[src/rtl/food_spawner_if.sv]
// Occupancy query handshake between the food spawner (master) and the snake-body store (slave).
interface food_spawner_if;
   logic       occ_req;
   logic [6:0] occ_x;
   logic [6:0] occ_y;
   logic       occ_ack;
   logic       occ_hit;

   modport master (output occ_req, output occ_x, output occ_y, input occ_ack, input occ_hit);
   modport slave  (input occ_req, input occ_x, input occ_y, output occ_ack, output occ_hit);
endinterface

[src/rtl/food_spawner.sv]
// Draws random grid coordinates from the LFSR stream, checks occupancy with the snake
// store and publishes a free cell as the new food position.
module food_spawner #(
   parameter int GRID_W    = 40,
   parameter int GRID_H    = 30,
   parameter int MAX_TRIES = 8
) (
   input  logic                  CLK,
   input  logic                  RESET,
   input  logic [6:0]            Random_Data,
   input  logic                  spawn_req,
   output logic                  busy,
   food_spawner_if.master        occ,
   output logic                  food_valid,
   output logic [6:0]            food_x,
   output logic [6:0]            food_y,
   output logic                  spawn_done,
   output logic                  spawn_fail
);
   localparam int TRY_W = $clog2(MAX_TRIES + 1);
   localparam logic [TRY_W-1:0] LAST_TRY = TRY_W'(MAX_TRIES - 1);
   localparam logic [6:0] W_LIM = 7'(GRID_W);
   localparam logic [6:0] H_LIM = 7'(GRID_H);

   typedef enum logic [2:0] {IDLE, GET_X, GET_Y, QUERY, COMMIT} state_t;

   state_t           state_q, state_d;
   logic [6:0]       cand_x_q, cand_x_d, cand_y_q, cand_y_d;
   logic [6:0]       food_x_q, food_x_d, food_y_q, food_y_d;
   logic [6:0]       occ_x_q, occ_x_d, occ_y_q, occ_y_d;
   logic             food_valid_q, food_valid_d;
   logic             occ_req_q, occ_req_d;
   logic             spawn_done_q, spawn_done_d;
   logic             spawn_fail_q, spawn_fail_d;
   logic [TRY_W-1:0] tries_q, tries_d;
   logic [6:0]       cand;

   // LFSR never emits 0, so the shifted value spans 0..126; 0 wraps to 127 and is rejected.
   assign cand = Random_Data - 7'd1;

   always_comb begin
      state_d      = state_q;
      cand_x_d     = cand_x_q;
      cand_y_d     = cand_y_q;
      food_x_d     = food_x_q;
      food_y_d     = food_y_q;
      food_valid_d = food_valid_q;
      occ_req_d    = occ_req_q;
      occ_x_d      = occ_x_q;
      occ_y_d      = occ_y_q;
      tries_d      = tries_q;
      spawn_done_d = 1'b0;
      spawn_fail_d = 1'b0;
      case (state_q)
         IDLE: begin
            if (spawn_req) begin
               state_d      = GET_X;
               food_valid_d = 1'b0;
               tries_d      = '0;
            end
         end
         GET_X: begin
            if (cand < W_LIM) begin
               cand_x_d = cand;
               state_d  = GET_Y;
            end
         end
         GET_Y: begin
            if (cand < H_LIM) begin
               cand_y_d  = cand;
               state_d   = QUERY;
               occ_req_d = 1'b1;
               occ_x_d   = cand_x_q;
               occ_y_d   = cand;
            end
         end
         QUERY: begin
            if (occ.occ_ack) begin
               occ_req_d = 1'b0;
               if (!occ.occ_hit) begin
                  state_d      = COMMIT;
                  spawn_done_d = 1'b1;
               end else if (tries_q == LAST_TRY) begin
                  state_d      = IDLE;
                  spawn_fail_d = 1'b1;
               end else begin
                  tries_d = tries_q + TRY_W'(1);
                  state_d = GET_X;
               end
            end
         end
         COMMIT: begin
            food_x_d     = cand_x_q;
            food_y_d     = cand_y_q;
            food_valid_d = 1'b1;
            state_d      = IDLE;
         end
         default: state_d = IDLE;
      endcase
   end

   always_ff @(posedge CLK) begin
      if (RESET) begin
         state_q      <= IDLE;
         cand_x_q     <= '0;
         cand_y_q     <= '0;
         food_x_q     <= '0;
         food_y_q     <= '0;
         food_valid_q <= 1'b0;
         occ_req_q    <= 1'b0;
         occ_x_q      <= '0;
         occ_y_q      <= '0;
         tries_q      <= '0;
         spawn_done_q <= 1'b0;
         spawn_fail_q <= 1'b0;
      end else begin
         state_q      <= state_d;
         cand_x_q     <= cand_x_d;
         cand_y_q     <= cand_y_d;
         food_x_q     <= food_x_d;
         food_y_q     <= food_y_d;
         food_valid_q <= food_valid_d;
         occ_req_q    <= occ_req_d;
         occ_x_q      <= occ_x_d;
         occ_y_q      <= occ_y_d;
         tries_q      <= tries_d;
         spawn_done_q <= spawn_done_d;
         spawn_fail_q <= spawn_fail_d;
      end
   end

   assign busy        = (state_q != IDLE);
   assign occ.occ_req = occ_req_q;
   assign occ.occ_x   = occ_x_q;
   assign occ.occ_y   = occ_y_q;
   assign food_valid  = food_valid_q;
   assign food_x      = food_x_q;
   assign food_y      = food_y_q;
   assign spawn_done  = spawn_done_q;
   assign spawn_fail  = spawn_fail_q;
endmodule
[src/flat_wrapper.sv]
// flat-port wrapper written by rule: the top's interface ports become plain ports
module food_spawner_flat 
#(
   parameter int GRID_W    = 40,
   parameter int GRID_H    = 30,
   parameter int MAX_TRIES = 8
)
  (CLK, RESET, Random_Data, spawn_req, busy, food_valid, food_x, food_y, spawn_done, spawn_fail, occ_occ_req, occ_occ_x, occ_occ_y, occ_occ_ack, occ_occ_hit);
  food_spawner_if occ_i ();
  input  logic CLK;
  input  logic RESET;
  input  logic [6:0] Random_Data;
  input  logic spawn_req;
  output logic busy;
  output logic food_valid;
  output logic [6:0] food_x;
  output logic [6:0] food_y;
  output logic spawn_done;
  output logic spawn_fail;
  output wire logic [$bits(occ_i.occ_req)-1:0] occ_occ_req;
  output wire logic [$bits(occ_i.occ_x)-1:0] occ_occ_x;
  output wire logic [$bits(occ_i.occ_y)-1:0] occ_occ_y;
  input wire logic [$bits(occ_i.occ_ack)-1:0] occ_occ_ack;
  input wire logic [$bits(occ_i.occ_hit)-1:0] occ_occ_hit;
  assign occ_occ_req = occ_i.occ_req;
  assign occ_occ_x = occ_i.occ_x;
  assign occ_occ_y = occ_i.occ_y;
  assign occ_i.occ_ack = occ_occ_ack;
  assign occ_i.occ_hit = occ_occ_hit;
  food_spawner #(.GRID_W(GRID_W), .GRID_H(GRID_H), .MAX_TRIES(MAX_TRIES)) u_core (.CLK(CLK), .RESET(RESET), .Random_Data(Random_Data), .spawn_req(spawn_req), .busy(busy), .occ(occ_i), .food_valid(food_valid), .food_x(food_x), .food_y(food_y), .spawn_done(spawn_done), .spawn_fail(spawn_fail));
endmodule
[config.mk]
export PLATFORM = sky130hd
export DESIGN_NAME = food_spawner_flat
export DESIGN_NICKNAME = d
export VERILOG_FILES = /design/src/rtl/food_spawner_if.sv /design/src/rtl/food_spawner.sv /design/src/flat_wrapper.sv
export SDC_FILE = /design/constraint.sdc
export NUM_CORES = 1
export LEC_CHECK = 0
export CAP_MARGIN = 10
export CORE_UTILIZATION = 45
export DETAILED_ROUTE_END_ITERATION = 16
export PLACE_DENSITY_LB_ADDON = 0.08
export SLEW_MARGIN = 20
export SYNTH_ARGS = -nofsm -noshare
export SYNTH_HDL_FRONTEND = slang
export SYNTH_SLANG_ARGS = --single-unit
[constraint.sdc]
create_clock -name CLK -period 2.2 [get_ports CLK]
set_clock_uncertainty 0.15 [all_clocks]
set_input_delay 0.22 -clock CLK [delete_from_list [all_inputs] [get_ports CLK]]
set_output_delay 0.22 -clock CLK [all_outputs]
set_load 0.005 [all_outputs]
==> flow_metrics.py <==
metrics = {
    "synthesis": {
        "synth_edf_count": 0,
        "ys_async_sr_fraction_pct": 0,
        "synth_top_area_cell": "dfxtp_1",
        "ys_ff_latch": 46,
        "synth-main-ff-cell": "dfxtp_1",
        "synth_cells": 226,
        "ys_seq_area_share_pct": 46.3,
        "synth_nets": 240,
        "syn_area_per_cell_um2": 8.80,
        "synth_warnings": 0,
        "synth_top_area_share_pct": 46.3,
        "synthTopCellsByArea": "dfxtp_1 (46%), mux2i_1 (7.5%), nand2_1 (6.8%)",
        "synthDistinctLibCells": 46,
        "syn_area_um2": 1990,
    },
    "timing": {
        "hold_viol_final": 0,
        "fin_crit_sh_pct": 93.4,
        "finalSetupViolations": 0,
        "worst_slew_pin_slew_ps": 597,
        "drv_slew": 0,
        "whs_ps": 153,
        "rsz0062_at_grt": "false",
        "fin_crit_ps": 2050,
        "max_freq_ghz": 0.487,
        "relSlewSlack_pct": 60.2,
    },
    "final_layout": {
        "regArea_um2": 921,
        "final_common_cell": "dfxtp_1",
        "multi_input_area_um2": 1020,
        "fillers": 354,
        "syn_to_final_growth_pct": 40.6,
        "drive_gt1_share_pct": 14.9,
        "post-route-util_pct": 68.0,
        "antenna_cells": 0,
        "final_cell_mix": "dfxtp_1 (46), clkdlybuf4s50_1 (41), nand2_1 (36)",
        "final_nets": 302,
        "fin_cells": 339,
        "stdcell_area_um2": 2800,
    },
    "critical_path": {
        "worstSetupPathType": "in -> reg",
        "crit_required_ps": 2270,
        "path_max_fanout": 5,
        "cpMaxStageDelayCell": "clkdlybuf4s50_1",
        "cp-startpoint": "Random_Data[4]",
        "cpPeakStageDelay_ps": 570,
        "r2r-start": "u_core.state_q[0]$_SDFFE_PP0P_",
        "start_kind": "input port",
        "cp.arrival_ps": 2120,
        "endpoint_kind": "flip-flop",
        "path_cells": "clkdlybuf4s50_1 -> or3b_1 -> a21o_1 -> a211oi_4 -> clkbuf_16 -> nor2_1 -> a211oi_1",
    },
    "global_route": {
        "grt_pass1_wl_um": 7600,
        "antenna_found_initial": 0,
        "grt_overflow": 0,
        "grt_util_all_layers_pct": 22.0,
        "grt_max_degree": 32,
        "grt_pass1_vias": 1662,
    },
    "routing": {
        "route.detailed.wl_per_inst_um": 13.7,
        "wl_um": 4630,
        "vias_per_cell": 5.32,
        "drc_errors": 0,
        "drt-pass1-iter-count": 4,
        "antenna_left": 0,
        "vias": 1804,
        "first_iter_violations": 56,
    },
    "floorplanning": {
        "start_util_pct": 48.3,
        "die-area_um2": 4690,
        "die_w_um": 68.5,
        "rows": 23,
        "core_area_um2": 4120,
        "pin_count": 45,
        "die-height_um": 68.5,
    },
    "place": {
        "placed_area_um2": 2620,
        "gp_congestion": 0.859,
        "port_buffers": 44,
        "dp_hpwl_um": 3180,
        "dp.cells": 328,
    },
    "clocking": {
        "insertion_delay_ps": 300,
        "cts_inserted_buffers": 5,
        "cts_tree": "yes",
        "root_buffer": "clkbuf_8",
        "cts_sinks": 46,
        "hold_buffers": 0,
        "clockBufferDepth": 2,
        "cts_htree_levels": 2,
        "path_clk_slew_ps": 90,
    },
    "power_and_ir_drop": {
        "p_leak_uw": 0.00112,
        "power_density_nw_per_um2": 686,
        "p_total_uw": 1920,
        "vdd_ir_drop_max_v": 0.000425,
    },
    "job": {
        "drv_cap": 0,
    },
    "hold_path": {
        "hold_path_startpoint": "Random_Data[0]",
        "hold_path_class": "in -> reg",
    },
    "status": {
        "outcome": "complete, no violations",
    },
}
==> cells by family (layout without fill, tap and decap cells) <==
kind of cell | after synthesis | after routing | share of synthesized area [%]
mux | 16 | 16 | 8.11
buf+inv | 17 | 80 | 3.46
flops | 46 | 46 | 46.3
compound gates | 44 | 44 | 15.3
simple gates | 96 | 96 | 23.4
fa+ha+maj | 2 | 2 | 1.26
xor+xnor | 5 | 5 | 2.20
==> timing repair <==
item / CTS / global route
endpoints found under the hold margin: 0 / 0
cloned: 0 / 1
pin swaps: 0 / 4
setup endpoints to repair: 8 / 11
buffers inserted: 0 / 2
resized for setup: 3 / 7
==> sequential cells by signal, summed over array words and instances (netlist names) <==
name                flops
u_core.cand_x_q         7
u_core.food_valid       1
u_core.food_x           7
u_core.food_y           7
u_core.occ.occ_req      1
u_core.occ.occ_x        7
u_core.occ.occ_y        7
u_core.spawn_done       1
u_core.spawn_fail       1
u_core.state_q          3
u_core.tries_q          4
==> worst max-delay path, delay by kind of cell <==
kind	cells	cell delay, ps
buf+inv	2	770
compound gates	3	740
simple gates	2	390
==> routing by layer <==
layer | track usage, % | vias up | routed length, um
li1 | - | 909 | -
met1 | 28.1 | 846 | 2160
met2 | 35.4 | 43 | 2240
met3 | 4.93 | 6 | 183
met4 | 9.38 | 0 | 50
met5 | 0 | - | 0
==> final timing paths <==
check	end	depth (start not counted)	slack, ps
max reg2reg	u_core.tries_q[3]$_SDFFE_PP0P_	6	280
min	u_core.cand_x_q[0]$_SDFFE_PP0P_	3	150
max	u_core.cand_x_q[0]$_SDFFE_PP0P_	7	150
min reg2reg	u_core.food_y[5]$_SDFFE_PP0P_	2	310
==> synth_stat cells, types with 2 or more instances <==
| library cell | n |
|---|---|
| dfxtp_1 | 46 |
| nand2_1 | 36 |
| nor2_1 | 27 |
| a21oi_1 | 21 |
| mux2i_1 | 15 |
| clkbuf_1 | 10 |
| inv_1 | 5 |
| nor3_1 | 5 |
| xor2_1 | 5 |
| a211oi_1 | 4 |
| nand3b_1 | 4 |
| a31oi_1 | 3 |
| nor4_1 | 3 |
| o21ai_0 | 3 |
| or3_1 | 3 |
| and2_1 | 2 |
| and3b_1 | 2 |
| ha_1 | 2 |
| nand4_1 | 2 |
| o21bai_1 | 2 |
==> power breakdown <==
| part | internal, uW | switching [uW] | leakage [uW] |
|---|---|---|---|
| Combinational | 195 | 203 | 0.000698 |
| Clock | 339 | 286 | 0.0000514 |
| Sequential | 861 | 34.3 | 0.000371 |
| Total | 1400 | 523 | 0.00112 |
==> per-stage QoR <==
| stage | setup WS (ps) | setup TNS, ps |
|---|---|---|
| after floorplan | 58.7 | 0 |
| after global placement | -331 | -6380 |
| after detailed placement | -386 | -6860 |
| after CTS | 13.9 | 0 |
| after global routing | 41.7 | 0 |
| final | 145 | 0 |
==> cell type report <==
cell class                 count  area share, %
clock buffer                   6           2.60
tap                           50           2.24
clock inverter                 2           1.34
inverter                       5          0.671
multi-input combinational    163           36.5
sequential                    46           32.9
timing repair buffer          67           23.7
(Power assumes the default switching activity.)
